$ cat src/rtl/a5_1_byte_xor.sv
// Packs the A5/1 keystream into bytes and XORs them with a pixel stream.
// Stalls the generator instead of dropping bits under backpressure.
module a5_1_byte_xor #(
  parameter int NUM_BYTES = 65536
) (
  input  logic       clk,
  input  logic       rst_n,
  input  logic       start,
  output logic       gen_load,
  output logic       gen_en,
  input  logic       ks_bit,
  input  logic [7:0] s_data,
  input  logic       s_valid,
  output logic       s_ready,
  output logic [7:0] m_data,
  output logic       m_valid,
  input  logic       m_ready,
  output logic       busy,
  output logic       done
);

  localparam int CW = $clog2(NUM_BYTES + 1);
  localparam logic [CW-1:0] LAST = CW'(NUM_BYTES - 1);

  typedef enum logic [1:0] {
    IDLE,
    LOAD,
    RUN,
    FIN
  } state_e;

  state_e        state_q, state_d;
  logic [7:0]    sr_q, sr_d;
  logic [2:0]    bit_cnt_q, bit_cnt_d;
  logic [7:0]    ks_byte_q, ks_byte_d;
  logic          ks_full_q, ks_full_d;
  logic [7:0]    m_data_q, m_data_d;
  logic          m_valid_q, m_valid_d;
  logic [CW-1:0] byte_cnt_q, byte_cnt_d;

  logic in_run;
  logic consume;
  logic complete;

  always_comb begin
    in_run   = (state_q == RUN);
    s_ready  = in_run & ks_full_q & (~m_valid_q | m_ready);
    consume  = s_valid & s_ready;
    gen_en   = in_run
             & ~((bit_cnt_q == 3'd7) & ks_full_q & ~consume);
    complete = gen_en & (bit_cnt_q == 3'd7);
  end

  assign gen_load = (state_q == LOAD);
  assign busy     = (state_q == LOAD) | (state_q == RUN);
  assign done     = (state_q == FIN);
  assign m_data   = m_data_q;
  assign m_valid  = m_valid_q;

  always_comb begin
    state_d    = state_q;
    sr_d       = sr_q;
    bit_cnt_d  = bit_cnt_q;
    ks_byte_d  = ks_byte_q;
    ks_full_d  = ks_full_q;
    m_data_d   = m_data_q;
    m_valid_d  = m_valid_q;
    byte_cnt_d = byte_cnt_q;

    unique case (state_q)
      IDLE: if (start) state_d = LOAD;
      LOAD: state_d = RUN;
      RUN:  if (consume && byte_cnt_q == LAST) state_d = FIN;
      FIN:  state_d = IDLE;
      default: state_d = IDLE;
    endcase

    if (gen_en) begin
      sr_d[bit_cnt_q] = ks_bit;
      bit_cnt_d       = bit_cnt_q + 3'd1;
    end

    if (consume) begin
      m_data_d  = s_data ^ ks_byte_q;
      ks_full_d = 1'b0;
    end

    // gen_en guarantees the slot is free or being emptied here
    if (complete) begin
      ks_byte_d = {ks_bit, sr_q[6:0]};
      ks_full_d = 1'b1;
    end

    if (consume) m_valid_d = 1'b1;
    else if (m_ready) m_valid_d = 1'b0;

    if (state_q == IDLE && start) byte_cnt_d = '0;
    else if (consume) byte_cnt_d = byte_cnt_q + CW'(1);

    if (state_q == FIN) begin
      sr_d      = '0;
      bit_cnt_d = '0;
      ks_full_d = 1'b0;
    end
  end

  always_ff @(posedge clk or negedge rst_n) begin
    if (!rst_n) begin
      state_q    <= IDLE;
      sr_q       <= '0;
      bit_cnt_q  <= '0;
      ks_byte_q  <= '0;
      ks_full_q  <= 1'b0;
      m_data_q   <= '0;
      m_valid_q  <= 1'b0;
      byte_cnt_q <= '0;
    end else begin
      state_q    <= state_d;
      sr_q       <= sr_d;
      bit_cnt_q  <= bit_cnt_d;
      ks_byte_q  <= ks_byte_d;
      ks_full_q  <= ks_full_d;
      m_data_q   <= m_data_d;
      m_valid_q  <= m_valid_d;
      byte_cnt_q <= byte_cnt_d;
    end
  end

endmodule

$ cat config.mk
export PLATFORM = sky130hd
export DESIGN_NAME = a5_1_byte_xor
export DESIGN_NICKNAME = d
export VERILOG_FILES = /design/src/rtl/a5_1_byte_xor.sv
export SDC_FILE = /design/constraint.sdc
export NUM_CORES = 1
export LEC_CHECK = 0
export CAP_MARGIN = 0
export CORE_MARGIN = 2
export CORE_UTILIZATION = 40
export CTS_CLUSTER_SIZE = 16
export DETAILED_ROUTE_END_ITERATION = 10
export SLEW_MARGIN = 20
export SYNTH_ARGS = -nofsm -noshare
export SYNTH_HDL_FRONTEND = slang
export SYNTH_SLANG_ARGS = --single-unit
export TNS_END_PERCENT = 10
$ cat constraint.sdc
create_clock -name clk -period 2.7 [get_ports clk]
set_input_delay 0.27 -clock clk [delete_from_list [all_inputs] [get_ports clk]]
set_output_delay 0.27 -clock clk [all_outputs]
set_load 0.03 [all_outputs]
# Yosys cells after proc, flatten, opt, wreduce, memory -nomap -nowiden

Cells that the tools add are included.

Flip-flop bits (word level): 48
Input bits: 14
Output and inout port bits: 14
Logic and storage cells: 58

Add/subtract/negate cells: 2
Order comparisons: 2
Eq/ne operators: 7
Muxes and demuxes: 17
Bitwise logic cells: 13
Reduce and logical (&&, ||, !) cells: 9

Operators by type and width:

| operator                | number |
|---|---|
| $mux W17                | 2 |
| $add A17 B1 Y17 const B | 1 |
| $eq A17 B16 Y1 const B  | 1 |
| $mux W8                 | 2 |
| $bwmux W8               | 1 |
| $pmux W2 S4             | 1 |
| $xor A8 B8 Y8           | 1 |
| $and A1 B1 Y1           | 7 |
| $mux W1                 | 6 |
| $mux W3                 | 2 |
| $reduce_bool A2 Y1      | 3 |
| $eq A2 B2 Y1 const B    | 2 |
| $lt A3 B4 Y1 const B    | 1 |
| $mux W2                 | 2 |
| $add A3 B1 Y3 const B   | 1 |
| $demux W1 S3            | 1 |
| $eq A3 B3 Y1 const B    | 1 |
| $ge A3 B1 Y1 const B    | 1 |
| $logic_and A1 B1 Y1     | 3 |
| $not A1 Y1              | 3 |
| $reduce_bool A3 Y1      | 1 |
| $eq A2 B1 Y1 const B    | 1 |
| $logic_not A2 Y1        | 1 |
| $ne A2 B1 Y1 const B    | 1 |
| other kinds (3)         | 4 |

# Depth between registers and ports, before layout

Depth after elaboration: 11
Depth in mapped cells: 8
Gate-level depth less buffers: 7

# Worst setup path before layout

No wires, ideal clock.

Kind: reg-to-reg
Start point: register state_q[0]
End point: register byte_cnt_q[12]
Library setup time: 78 ps
Arrival time: 1986 ps
Required time: 2622 ps
Setup slack: 635 ps
Stages on the path, launching flop included: 8
Path buffers: 1
Clock period less this slack: 2065 ps
Cells stage by stage: dfrtp_1 -> inv_1 -> ha_1 -> nand2_2 -> or4_1 -> clkbuf_1 -> or4_1 -> a21oi_1

Word-level cells in the longest chain between the ends: 5
Elaborated cells between the ends (all ways): 8
Those cells by class: eq/ne: 1; mux: 1; bitwise: 3; reduce/logical: 3

RTL lines:

| what                                | line | RTL |
|---|---|---|
| start, declared                     | 32   | `state_e state_q, state_d;` |
| start signal, assigned              | 118  | `state_q <= state_d;` |
| $eq A2 B2 Y1                        | 46   | `in_run = (state_q == RUN);` |
| $and A1 B1 Y1 (2 in a row)          | 47   | `s_ready = in_run & ks_full_q & (~m_valid_q \| m_ready);` |
| $and A1 B1 Y1                       | 48   | `consume = s_valid & s_ready;` |
| $reduce_bool A2 Y1 (no source line) | n/a  |  |
| end signal, assigned                | 125  | `byte_cnt_q <= byte_cnt_d;` |
| end, declared                       | 39   | `logic [CW-1:0] byte_cnt_q, byte_cnt_d;` |

Parallel ways exist; a longest one is shown, timed or not.
A chain may end at the register's enable or synchronous reset.

# Final worst setup path

Start point: register bit_cnt_q[0]
End point: output gen_en

Word-level cells in the longest chain between the ends: 5

RTL lines:

| what                       | line | RTL |
|---|---|---|
| start, declared            | 34   | `logic [2:0] bit_cnt_q, bit_cnt_d;` |
| start signal, assigned     | 120  | `bit_cnt_q <= bit_cnt_d;` |
| $eq A3 B3 Y1               | 50   | `& ~((bit_cnt_q == 3'd7) & ks_full_q & ~consume);` |
| $and A1 B1 Y1 (2 in a row) | 50   |  |
| $not A1 Y1                 | 50   |  |
| $and A1 B1 Y1              | 50   |  |
| end, declared              | 10   | `output logic gen_en,` |

Every way passes these cells.

==> reports/qor.yml <==
powerDensity_mw_per_mm2: 715
syn_nets: 249
viasPerCell: 5.13
worst_slew_pin_slew_ns: 0.607
cap_violations: 0
cp_cell_sequence: "ha_1 > ha_1 > nand2_1 > a21oi_2 > nor2_1 > clkdlybuf4s50_1"
synth-edff-count: 0
rr_startpoint: "byte_cnt_q[8]"
max_stage_delay_ns: 0.67
worst-r2r-setup-slack_ns: 0.48
finalHoldViolCount: 0
slew_headroom_pct: 59.5
clockRootBuffer: "clkbuf_8"
post_cts_buffers: 0
drive_gt1_share_pct: 8.98
fin_nets: 278
synthCells: 226
avgSynthCellArea_um2: 10.3
cts_buffers: 5
holdCritPathClass: "input pin to async pin"
place_ws_ns: 0.420
wl_per_cell_um: 13.0
yosysTopAreaCell: "dfrtp_1"
ys_ff_latch: 47
num_io_pins: 28
fin_skew_ns: 0.00390
netlist_area_mm2: 0.00232
path_common_cell: "ha_1"
antenna_found_initial: 0
synth-main-ff-cell: "dfrtp_1"
clkTransAtPathRegs_ns: 0.09
drc: 0
finalCriticalPeriod_ns: 2.42
yosys-top-cells-area: "dfrtp_1, ha_1, xnor2_1"
initial_core_util_pct: 41.9
grt_pass1_vias: 1622
dpl.hpwl_um: 2950
synthTopCellsByCount: "dfrtp_1, o21ai_0, nand2_1, a21oi_1, xnor2_1"
cp_num_cells: 6
tritoncts: "done"
rows: 27
antenna_cells: 0
place.gp.congestion: 0.833
synth_top_area_share_pct: 50.7
endpoint: "gen_en"
ys_seq_area_share_pct: 50.7
worst-path-buf-inv: 1
clk_path_buf_depth: 2
drv_slew: 0
grt_pass1_wl_um: 7530
port_buffers: 27
setup_viol: 0
power_leakage_nw: 1.22
required_ns: 2.43
async_flop_share_pct: 100
area_delta_synth_final_pct: 20.3
finalWirelength_um: 4280
grt_max_degree: 31
critPathKind: "flop to output pin"
crit_path_start: "bit_cnt_q[0]"
cts_sinks: 47
grt_use_total_pct: 14.8
synthDistinctLibCells: 30
first_pass_iters: 4
peakVddDrop_mv: 0.563
critPathSlowestCell: "clkdlybuf4s50_1"
drt_iter0_drc: 86
run_status: "finished clean"
crit_fanout: 10
die-area_mm2: 0.00642
timing.final.ws_setup_ns: 0.277
dieWidth_um: 80.2
overflow: 0
design.core.area_mm2: 0.00554
max_freq_mhz: 413
tns_ns: 0
die_h_um: 80.2
yosysWarnings: 0
rr_worst_depth: 7
endpoint_kind: "output pin"
arrival_ns: 2.15
vias: 1683
cts_htree_levels: 2
finalCritPeriodShare_pct: 89.7
crit_path_start_kind: "flop"
post-synth-top-count-cell: "dfrtp_1"
rsz0062_at_grt: "no"
crit_family: "buffers and inverters"
clk_latency_ns: 0.30
r2r_end: "state_q[1]"
ant_nets: 0
per-stage QoR:
stage,power (mW),hold WS [ns],area [µm²],utilization (%),cells
6_report,1.99,0.436,2790,50.4,328
2_1_floorplan,1.29,-0.0256,2320,-,226
3_3_place_gp,1.49,0.227,2660,48.1,319
3_5_place_dp,1.50,0.233,2660,48.1,319
4_1_cts,2.02,0.440,2790,50.3,328
5_1_grt,2.14,0.469,2790,50.4,328
how the worst min path moves through the flow:
stage	startpoint	end	slack, ns	cells past startpoint
after floorplan	rst_n	bit_cnt_q[0]	-0.03	0
after global placement	rst_n	sr_q[1]	0.23	1
after detailed placement	rst_n	ks_byte_q[1]	0.23	1
after CTS	rst_n	ks_byte_q[1]	0.44	2
after global routing	rst_n	byte_cnt_q[15]	0.47	2
final	rst_n	sr_q[1]	0.44	2
sequential cells by signal (all words and copies together) (netlist names):
register    count
bit_cnt_q       3
byte_cnt_q     17
ks_byte_q       8
ks_full_q       1
m_data          8
m_valid         1
sr_q            7
state_q         2
logic make-up after synthesis:
family / synth area share, %
buf+inv: 2.59
compound gates: 9.66
fa+ha+maj: 4.85
mux: 6.96
flops: 50.7
xor+xnor: 5.29
simple gates: 20.0
report_power, final:
group / internal [mW] / switching [mW]
combinational: 0.274 / 0.343
clock: 0.276 / 0.241
sequential: 0.787 / 0.0738
layout make-up:
cell class                 instances  area [µm²]
fill                             532        2750
sequential                        47        1180
multi-input combinational        163        1090
timing repair buffer              31         298
tap                               72        90.1
clock buffer                       5        68.8
clock inverter                     3        43.8
inverter                           7        26.3
per-layer routing:
metal	global-route usage (%)	up-vias	routed length [µm]
met5	0	-	0
met4	5.59	0	46
met3	2.70	4	150
met2	22.3	27	1860
met1	21.1	795	2220
li1	-	857	-
repair_timing:
action                                  CTS  global route
hold buffers                              1             0
hold endpoints to repair                 17             0
resized for setup                         0             1
endpoints found under the setup margin    0             1
layout by cell type, fill, tap and decap left out, types with 2 or more instances in the layout:
| master | netlist | routed |
|---|---|---|
| mux2i_1 | 6 | 6 |
| o31ai_1 | 3 | 3 |
| nand3_1 | 9 | 9 |
| buf_4 | 0 | 3 |
| clkdlybuf4s50_1 | 0 | 26 |
| or4_1 | 6 | 6 |
| clkbuf_8 | 0 | 5 |
| nor2b_1 | 5 | 5 |
| nand4b_1 | 4 | 4 |
| or3_1 | 8 | 8 |
| inv_1 | 7 | 7 |
| nand2_1 | 17 | 17 |
| a21oi_1 | 15 | 14 |
| nand4_1 | 8 | 8 |
| mux2_2 | 9 | 9 |
| nand2b_1 | 9 | 9 |
| and2_1 | 2 | 2 |
| o21ai_0 | 19 | 19 |
| ha_1 | 9 | 9 |
| xor2_1 | 2 | 2 |
| nor2_1 | 11 | 11 |
| dfrtp_1 | 47 | 47 |
| xnor2_1 | 12 | 12 |
Note: power is estimated with default switching activity, not from simulation.
